===== src/rtl/range_stream_sender_if.sv =====
// range_stream_sender_if
// Purpose: bundles the host-facing buffer controls, the range-finder
// stream and the captured result of range_stream_sender into one port.
//
// Handshake semantics:
//   Host writes (wr_en/wr_data) are accepted only while the sender is idle
//   and not full. There is no per-word ready. buf_full and overflow report
//   back-pressure after the fact. start is a single-cycle request.
//   start_err (rejected) and done (result updated) are single-cycle pulses.
//   go marks the first stream word and finish the last. The finder must
//   present range/error in the cycle after finish.
//
// Modports:
//   master - the sender (drives the stream and status, reads host and finder)
//   slave  - host and finder side (drives writes/start and finder response)
interface range_stream_sender_if #(
  parameter int WIDTH = 16,
  parameter int DEPTH = 16
);
  localparam int CW = $clog2(DEPTH + 1);

  logic             wr_en;
  logic [WIDTH-1:0] wr_data;
  logic             start;
  logic [CW-1:0]    buf_count;
  logic             buf_full;
  logic             overflow;
  logic             start_err;
  logic             busy;
  logic [WIDTH-1:0] data_out;
  logic             go;
  logic             finish;
  logic [WIDTH-1:0] rf_range;
  logic             rf_error;
  logic [WIDTH-1:0] result;
  logic             result_err;
  logic             done;

  modport master (
    input  wr_en, wr_data, start, rf_range, rf_error,
    output buf_count, buf_full, overflow, start_err, busy,
           data_out, go, finish, result, result_err, done
  );

  modport slave (
    output wr_en, wr_data, start, rf_range, rf_error,
    input  buf_count, buf_full, overflow, start_err, busy,
           data_out, go, finish, result, result_err, done
  );
endinterface


===== src/rtl/range_stream_sender.sv =====
// range_stream_sender
// Purpose: buffers a burst of host samples in a DEPTH-word FIFO. On start,
// it streams the burst to a range-finder (go with the first word, finish
// with the last). It then captures the finder's range/error one cycle
// after finish and pulses done.
//
// Ports:
//   clock        rising-edge clock
//   reset        asynchronous, active-high reset
//   bus          range_stream_sender_if.master (host writes, stream, result)
//   o_dbg_state  current FSM state (IDLE=0 FIRST=1 MID=2 LAST=3 CAPTURE=4)
module range_stream_sender #(
  parameter int WIDTH = 16,
  parameter int DEPTH = 16
) (
  input  logic                 clock,
  input  logic                 reset,
  range_stream_sender_if.master bus,
  output logic [2:0]           o_dbg_state
);

  localparam int AW = $clog2(DEPTH);
  localparam int CW = $clog2(DEPTH + 1);

  typedef enum logic [2:0] {
    IDLE    = 3'd0,
    FIRST   = 3'd1,
    MID     = 3'd2,
    LAST    = 3'd3,
    CAPTURE = 3'd4
  } state_t;

  state_t           r_state;
  logic [WIDTH-1:0] r_mem [DEPTH];
  logic [AW-1:0]    r_wr_ptr;
  logic [AW-1:0]    r_rd_ptr;
  logic [CW-1:0]    r_count;
  logic             r_overflow;
  logic             r_start_err;
  logic             r_busy;
  logic [WIDTH-1:0] r_data_out;
  logic             r_go;
  logic             r_finish;
  logic [WIDTH-1:0] r_result;
  logic             r_result_err;
  logic             r_done;

  logic w_full;
  logic w_wr_accept;

  assign w_full      = (r_count == CW'(DEPTH));
  // A start in the same cycle wins over a write, whether or not it is accepted.
  assign w_wr_accept = (r_state == IDLE) && bus.wr_en && !bus.start && !w_full;

  // Storage has no reset: emptiness is tracked by the pointers and count.
  always_ff @(posedge clock) begin
    if (w_wr_accept) begin
      r_mem[r_wr_ptr] <= bus.wr_data;
    end
  end

  always_ff @(posedge clock or posedge reset) begin
    if (reset) begin
      r_state      <= IDLE;
      r_wr_ptr     <= '0;
      r_rd_ptr     <= '0;
      r_count      <= '0;
      r_overflow   <= 1'b0;
      r_start_err  <= 1'b0;
      r_busy       <= 1'b0;
      r_data_out   <= '0;
      r_go         <= 1'b0;
      r_finish     <= 1'b0;
      r_result     <= '0;
      r_result_err <= 1'b0;
      r_done       <= 1'b0;
    end else begin
      r_start_err <= 1'b0;
      r_done      <= 1'b0;
      unique case (r_state)
        IDLE: begin
          if (bus.start) begin
            if (r_count >= CW'(2)) begin
              // Word 0 goes out now. The count then tracks the words still to send.
              r_state    <= FIRST;
              r_data_out <= r_mem[r_rd_ptr];
              r_go       <= 1'b1;
              r_rd_ptr   <= r_rd_ptr + AW'(1);
              r_count    <= r_count - CW'(1);
              r_busy     <= 1'b1;
              r_overflow <= 1'b0;
            end else begin
              r_start_err <= 1'b1;
            end
          end else if (bus.wr_en) begin
            if (w_full) begin
              r_overflow <= 1'b1;
            end else begin
              r_wr_ptr <= r_wr_ptr + AW'(1);
              r_count  <= r_count + CW'(1);
            end
          end
        end
        FIRST, MID: begin
          r_go       <= 1'b0;
          r_data_out <= r_mem[r_rd_ptr];
          r_rd_ptr   <= r_rd_ptr + AW'(1);
          r_count    <= r_count - CW'(1);
          // One word left means the word being loaded now is the last one.
          if (r_count == CW'(1)) begin
            r_finish <= 1'b1;
            r_state  <= LAST;
          end else begin
            r_state <= MID;
          end
        end
        LAST: begin
          r_finish <= 1'b0;
          r_state  <= CAPTURE;
        end
        CAPTURE: begin
          // The finder registered its range on the finish edge, so it is stable now.
          r_result     <= bus.rf_range;
          r_result_err <= bus.rf_error;
          r_done       <= 1'b1;
          r_busy       <= 1'b0;
          r_state      <= IDLE;
        end
        default: r_state <= IDLE;
      endcase
    end
  end

  assign bus.buf_count  = r_count;
  assign bus.buf_full   = w_full;
  assign bus.overflow   = r_overflow;
  assign bus.start_err  = r_start_err;
  assign bus.busy       = r_busy;
  assign bus.data_out   = r_data_out;
  assign bus.go         = r_go;
  assign bus.finish     = r_finish;
  assign bus.result     = r_result;
  assign bus.result_err = r_result_err;
  assign bus.done       = r_done;
  assign o_dbg_state    = r_state;

endmodule


===== src/flat_wrapper.sv =====
// flat-port wrapper written by rule: the top's interface ports become plain ports
module range_stream_sender_flat 
#(
  parameter int WIDTH = 16,
  parameter int DEPTH = 16
)
  (clock, reset, o_dbg_state, bus_wr_en, bus_wr_data, bus_start, bus_rf_range, bus_rf_error, bus_buf_count, bus_buf_full, bus_overflow, bus_start_err, bus_busy, bus_data_out, bus_go, bus_finish, bus_result, bus_result_err, bus_done);
  range_stream_sender_if #(.WIDTH(WIDTH), .DEPTH(DEPTH)) bus_i ();
  input  logic clock;
  input  logic reset;
  output logic [2:0] o_dbg_state;
  input wire logic [$bits(bus_i.wr_en)-1:0] bus_wr_en;
  input wire logic [$bits(bus_i.wr_data)-1:0] bus_wr_data;
  input wire logic [$bits(bus_i.start)-1:0] bus_start;
  input wire logic [$bits(bus_i.rf_range)-1:0] bus_rf_range;
  input wire logic [$bits(bus_i.rf_error)-1:0] bus_rf_error;
  output wire logic [$bits(bus_i.buf_count)-1:0] bus_buf_count;
  output wire logic [$bits(bus_i.buf_full)-1:0] bus_buf_full;
  output wire logic [$bits(bus_i.overflow)-1:0] bus_overflow;
  output wire logic [$bits(bus_i.start_err)-1:0] bus_start_err;
  output wire logic [$bits(bus_i.busy)-1:0] bus_busy;
  output wire logic [$bits(bus_i.data_out)-1:0] bus_data_out;
  output wire logic [$bits(bus_i.go)-1:0] bus_go;
  output wire logic [$bits(bus_i.finish)-1:0] bus_finish;
  output wire logic [$bits(bus_i.result)-1:0] bus_result;
  output wire logic [$bits(bus_i.result_err)-1:0] bus_result_err;
  output wire logic [$bits(bus_i.done)-1:0] bus_done;
  assign bus_i.wr_en = bus_wr_en;
  assign bus_i.wr_data = bus_wr_data;
  assign bus_i.start = bus_start;
  assign bus_i.rf_range = bus_rf_range;
  assign bus_i.rf_error = bus_rf_error;
  assign bus_buf_count = bus_i.buf_count;
  assign bus_buf_full = bus_i.buf_full;
  assign bus_overflow = bus_i.overflow;
  assign bus_start_err = bus_i.start_err;
  assign bus_busy = bus_i.busy;
  assign bus_data_out = bus_i.data_out;
  assign bus_go = bus_i.go;
  assign bus_finish = bus_i.finish;
  assign bus_result = bus_i.result;
  assign bus_result_err = bus_i.result_err;
  assign bus_done = bus_i.done;
  range_stream_sender #(.WIDTH(WIDTH), .DEPTH(DEPTH)) u_core (.clock(clock), .reset(reset), .bus(bus_i), .o_dbg_state(o_dbg_state));
endmodule

===== config.mk =====
export PLATFORM = sky130hd
export DESIGN_NAME = range_stream_sender_flat
export DESIGN_NICKNAME = d
export VERILOG_FILES = /design/src/rtl/range_stream_sender_if.sv /design/src/rtl/range_stream_sender.sv /design/src/flat_wrapper.sv
export SDC_FILE = /design/constraint.sdc
export NUM_CORES = 1
export LEC_CHECK = 0
export CORE_MARGIN = 3
export CORE_UTILIZATION = 53
export DETAILED_ROUTE_END_ITERATION = 8
export GPL_TIMING_DRIVEN = 0
export HOLD_SLACK_MARGIN = 0.08
export PLACE_DENSITY = 0.73
export SLEW_MARGIN = 20
export SYNTH_ARGS = -nofsm -noshare
export SYNTH_HDL_FRONTEND = slang
export SYNTH_SLANG_ARGS = --single-unit

===== constraint.sdc =====
create_clock -name clock -period 2.8 [get_ports clock]
set_input_delay 0.42 -clock clock [delete_from_list [all_inputs] [get_ports clock]]
set_output_delay 0.42 -clock clock [all_outputs]
set_load 0.005 [all_outputs]

# [Word-level counts from Yosys, hierarchy flattened]
# Memory sizes are Yosys's and may differ from the RTL's.
# Index checks and enable logic that the tools add are counted.
[word_totals] regBits=55 ram_bits=256 input_bits=37 output_inout_bits=48 word_cells=84 n_memories=1
[memory_table] name="u_core.r_mem" words=16 word_bits=16 rd=1 rd_clocked_by_memory_dff=0 write_ports=1 line_no="range_stream_sender.sv:34" source="logic [WIDTH-1:0] r_mem [DEPTH];"
[classes] addsub=4 n_lt_le_gt_ge=1 eq_ne=13 muxes=31 bitwise_logic=2 reduce_logical=19
[op_table] operator="16-bit 2-to-1 mux" n=2
[op_table] operator="16-bit case mux with 2 select lines" n=1
[op_table] operator="5-bit 2-to-1 mux" n=4
[op_table] operator="1-bit 2-to-1 mux" n=14
[op_table] operator="4-bit AND reduction" n=3
[op_table] operator="5-bit case mux with 2 select lines" n=1
[op_table] operator="2-bit nonzero test" n=5
[op_table] operator="3-bit != test, second input constant" n=3
[op_table] operator="3-bit case mux with 3 select lines" n=1
[op_table] operator="4-bit by 1-bit adder with 4-bit output, second input constant" n=2
[op_table] operator="4-bit 2-to-1 mux" n=2
[op_table] operator="4-bit case mux with 2 select lines" n=1
[op_table] operator="3-bit by 2-bit == test with 1-bit output, second input constant" n=2
[op_table] operator="3-bit 2-to-1 mux" n=2
[op_table] operator="1-bit case mux with 2 select lines" n=3
[op_table] operator="3-bit AND reduction" n=2
[op_table] operator="5-bit by 1-bit adder with 5-bit output, second input constant" n=1
[op_table] operator="5-bit by 1-bit == test with 1-bit output, second input constant" n=1
[op_table] operator="5-bit == test, second input constant" n=1
[op_table] operator="5-bit by 2-bit >= comparator with 1-bit output, second input constant" n=1
[op_table] operator="5-bit by 1-bit subtractor with 5-bit output, second input constant" n=1
[op_table] operator="2-bit by 1-bit != test with 1-bit output, second input constant" n=2
[op_table] operator="2-bit != test, second input constant" n=2
[op_table] operator="2-bit AND reduction" n=2
[op_table] operator="other kinds (7)" n=11

# [Depth between registers and ports, before layout]
[depth] word_depth=6 mapped_depth=9

# [Worst setup path before layout]
# No wires, ideal clock.
[synth_path] path_type="reg-to-reg" start="register u_core.r_count[0] (netlist: u_core.bus.buf_count[0])" end="memory u_core.r_mem[3][0] (enable)" setup_time_ns=0.409 arrival_time_ns=2.684 t_required_ns=2.391 path_slack_ns=-0.293 stages_incl_launch_ff=7 path_buffers=0 cell_sequence="dfrtp_1 inv_1 ha_1 and4bb_2 nor3_2 nand2_1 nor3_1"
[synth_between] elab_chain_cells=5
[synth_lines] item="start: declaration" line_no="range_stream_sender.sv:37" source="logic [CW-1:0] r_count;"
[synth_lines] item="start signal: assignment" line_no="range_stream_sender.sv:89" source="r_count <= r_count - CW'(1);"
[synth_lines] item="start signal: assignment" line_no="range_stream_sender.sv:100" source="r_count <= r_count + CW'(1);"
[synth_lines] item="start signal: assignment" line_no="range_stream_sender.sv:108" source="r_count <= r_count - CW'(1);"
[synth_lines] item="5-bit == test" line_no="range_stream_sender.sv:51" source="assign w_full = (r_count == CW'(DEPTH));"
[synth_lines] item="net bus_buf_full" line_no="flat_wrapper.sv:18" source="output wire logic [$bits(bus_i.buf_full)-1:0] bus_buf_full;"
[synth_lines] item="1-bit logical NOT" line_no="range_stream_sender.sv:53" source="assign w_wr_accept = (r_state == IDLE) && bus.wr_en && !bus.start && !w_full;"
[synth_lines] item="1-bit logical AND" line_no="range_stream_sender.sv:53"
[synth_lines] item="1-bit 2-to-1 mux" line_no="range_stream_sender.sv:57" source="if (w_wr_accept) begin"
[synth_lines] item="1-bit 2-to-1 mux (not written as such)" line_no="range_stream_sender.sv:58" source="r_mem[r_wr_ptr] <= bus.wr_data;"
[synth_lines] item="end: declaration" line_no="range_stream_sender.sv:34"
# The timed path passes the listed nets, and every way through them passes these cells.

# [Worst setup path in the final report]
[layout_path] start="register u_core.r_count[0] (netlist: u_core.bus.buf_count[0])" end="memory u_core.r_mem[13][12] (enable)"
[layout_between] elab_chain_cells=5
[layout_lines] item="5-bit == test" line_no="range_stream_sender.sv:51"
[layout_lines] item="1-bit logical NOT" line_no="range_stream_sender.sv:53"
[layout_lines] item="1-bit logical AND" line_no="range_stream_sender.sv:53"
[layout_lines] item="1-bit 2-to-1 mux" line_no="range_stream_sender.sv:57"
[layout_lines] item="1-bit 2-to-1 mux (not written as such)" line_no="range_stream_sender.sv:58"
# No other way between the ends.

==> results.cfg <==
[grt]
grt.overflow.total = 0
grt_pass1_wl_mm = 40.3
grt_pass1_vias = 6931
gr-usage-all-layers = 0.216
antenna_found_initial = 0
grt_max_degree = 56

[floorplan]
ioPinCount = 85
num_rows = 54
die_h_um = 157
initial_core_util = 0.547
die_x_um = 157
core-area_mm2 = 0.0222
dieArea_mm2 = 0.0247

[place]
dpl.hpwl_mm = 17.2
post-place-ws_ns = -0.158
portBuffers = 83
gp_congestion = 0.846
placed_area_mm2 = 0.0136

[drt]
ant_nets = 0
avgRoutedWirePerCell_um = 23.7
via_per_inst = 5.98
vias = 6657
wl_mm = 26.3
drc = 0
drt_iter0_markers = 611
dr.pass1.iters = 5

[finish]
fin_util = 0.664
num_antenna_cells = 0
drive_gt1_frac = 0.220
area_delta_synth_final_pct = 21.4
fill_cells = 1458
nets = 855
final_area_mm2 = 0.0147

[clock_network]
htreeDepth = 1
cts_made_buffers = 31
cts_buffer_depth = 3
hold_buffers = 0
clock-root-buffer = clkbuf_16
cts.sinks = 311
clk_latency_ns = 0.56
cts_tree = done
clk_pin_slew_ns = 0.06

[synthesis]
synth_common_cells = 256 x edfxtp_1, 62 x nand2_1, 55 x dfrtp_1
synth-seq-area-share = 0.748
synthArstFlopShare = 0.177
syn_area_per_cell_um2 = 18.1
synth_top_cell_area_share = 0.634
syn_nets = 717
syn_area_mm2 = 0.0121
ys.flop_type = edfxtp_1
synth_edf_count = 256
ys_warn_count = 0
synth_most_common_cell = edfxtp_1
syn-instance-count = 671
synth_top_cell_by_area = edfxtp_1
ys_types = 39
synthTopCellsByArea = edfxtp_1 63%, dfrtp_1 11%, mux4_2 9.1%
synth-seq-cells = 311

[power_and_ir_drop]
power_switching_mw = 4.56
leakage_nw = 5.11
swShare = 0.308
power.density_mw_per_mm2 = 1010
combPwrFrac = 0.332
clkPwrFrac = 0.273
peakVddDrop_mv = 0.536
seq_power_share = 0.394
power.internal_mw = 10.2

[setup_path]
crit_required_ns = 3.05
reg2reg_from = u_core.bus.buf_count[0]
critical_path.startpoint = u_core.bus.buf_count[0]
critical_path.endpoint_type = flip-flop
crit_end = u_core.r_mem[13][12]
ff2ff_path_depth = 7
reg2reg_setup_slack_ns = 0.02
r2r_end = u_core.r_mem[13][12]
path_max_fanout = 10
worstPathArrival_ns = 3.03
criticalPathCategory = reg2reg
cp-start-kind = flip-flop

[sta]
finalCriticalPeriod_ns = 2.78
slew_viol_final = 0
post-route-period-util = 0.994
fin_ws_ns = 0.0168
rsz0062_at_grt = yes
hold_viol = 0
slew_headroom = 0.465
max_freq_ghz = 0.359
skew_ns = 0.0162
setup_viol = 0
tightest_slew_ns = 0.803

[worst_hold_path]
worstHoldPathType = in2async

[job]
maxCapViolCount = 0

[run_status]
status = finished, final reports clean
[per-layer routing]
layer | vias up | GRT usage | part of all wire
met3 | 33 | 0.0459 | 0.090
met2 | 333 | 0.364 | 0.51
met1 | 3401 | 0.294 | 0.39
met5 | - | 0 | 0
met4 | 0 | 0.0525 | 0.016
li1 | 2890 | - | -
[power groups by stage]
stage,registers [mW],clock network [mW],logic (mW)
4_1_cts,5.84,4.12,4.92
3_5_place_dp,5.93,0,4.85
3_3_place_gp,5.89,0,4.66
5_1_grt,5.89,4.31,5.36
2_1_floorplan,5.88,0,3.02
6_report,5.84,4.04,4.92
[cell families after synthesis]
logic type      after synthesis  synth area share
compound gates               68            0.0365
simple gates                128            0.0459
xor+xnor                     12           0.00867
flops                       311             0.748
buf+inv                      44            0.0174
fa+ha+maj                     9           0.00929
mux                          99             0.134
[area by class of cell]
| class | count | area (µm²) | area share |
|---|---|---|---|
| Tap cell | 280 | 350 | 0.0238 |
| Multi-Input combinational cell | 316 | 2970 | 0.202 |
| Sequential cell | 311 | 9060 | 0.616 |
| Clock inverter | 10 | 105 | 0.00714 |
| Timing Repair Buffer | 105 | 1100 | 0.0748 |
| Buffer | 36 | 181 | 0.0123 |
| Inverter | 8 | 32.5 | 0.00221 |
| Clock buffer | 47 | 907 | 0.0617 |
[what timing repair did]
action | in CTS | in global routing
setup buffers | 3 | 5
setup endpoints to repair | 172 | 142
resized for setup | 3 | 5
endpoints found under the hold margin | 0 | 0
pin swaps | 0 | 2
[state kept, by name, indices dropped and copies added (netlist names)]
register / count
u_core.bus.buf_count: 5
u_core.bus.result_err: 1
u_core.bus.finish: 1
u_core.bus.go: 1
u_core.r_wr_ptr: 4
u_core.bus.overflow: 1
u_core.r_rd_ptr: 4
u_core.bus.data_out: 16
u_core.o_dbg_state: 3
u_core.bus.done: 1
u_core.bus.start_err: 1
u_core.r_mem: 256
u_core.bus.result: 16
u_core.bus.busy: 1
[per-stage QoR]
step | setup TNS [ns] | hold slack (ns) | power [mW] | instances
finish | 0 | 0.334 | 14.8 | 1113
detailed placement | -12.21 | 0.496 | 10.8 | 1048
CTS | 0 | 0.308 | 14.9 | 1108
global route | -5.76 | 0.357 | 15.6 | 1113
global placement | -173.12 | 0.488 | 10.6 | 1034
floorplan | 0 | 0.486 | 8.90 | 671
[worst min path at each step]
stage,from,to,slack [ns]
2_1_floorplan,u_core.bus.finish,u_core.bus.finish,0.49
6_report,reset,u_core.bus.result[11],0.33
3_5_place_dp,u_core.bus.busy,u_core.bus.busy,0.50
4_1_cts,bus_start,u_core.bus.start_err,0.31
5_1_grt,bus_start,u_core.bus.start_err,0.36
3_3_place_gp,u_core.bus.result[5],u_core.bus.result[5],0.49
[layout by cell type, fill, tap and decap left out, drive strengths merged, types with 2 or more instances in the layout]
cell type | Yosys | final
edfxtp | 256 | 256
a21oi | 21 | 21
nand4 | 5 | 5
mux4 | 49 | 49
dfrtp | 55 | 55
mux2i | 31 | 31
clkdlybuf4s50 | 0 | 83
buf | 22 | 44
bufinv | 0 | 2
xor2 | 4 | 4
nor2 | 42 | 42
o21ai | 15 | 15
a221oi | 15 | 15
nor3 | 8 | 8
ha | 9 | 9
clkinv | 0 | 6
a31oi | 11 | 11
mux2 | 19 | 19
nor2b | 2 | 2
xnor2 | 8 | 8
inv | 8 | 9
nand2 | 62 | 62
nand2b | 2 | 2
clkbuf | 14 | 61
[worst max-delay path: stages, from the launching register on]
cell,delay (ns)
dfrtp_1,0.48
inv_1,0.11
ha_1,0.24
and4bb_2,0.28
nor3_4,0.36
nand2_1,0.30
nor2_2,0.46
buf_6,0.24
Power figures use the tool's default switching activity.
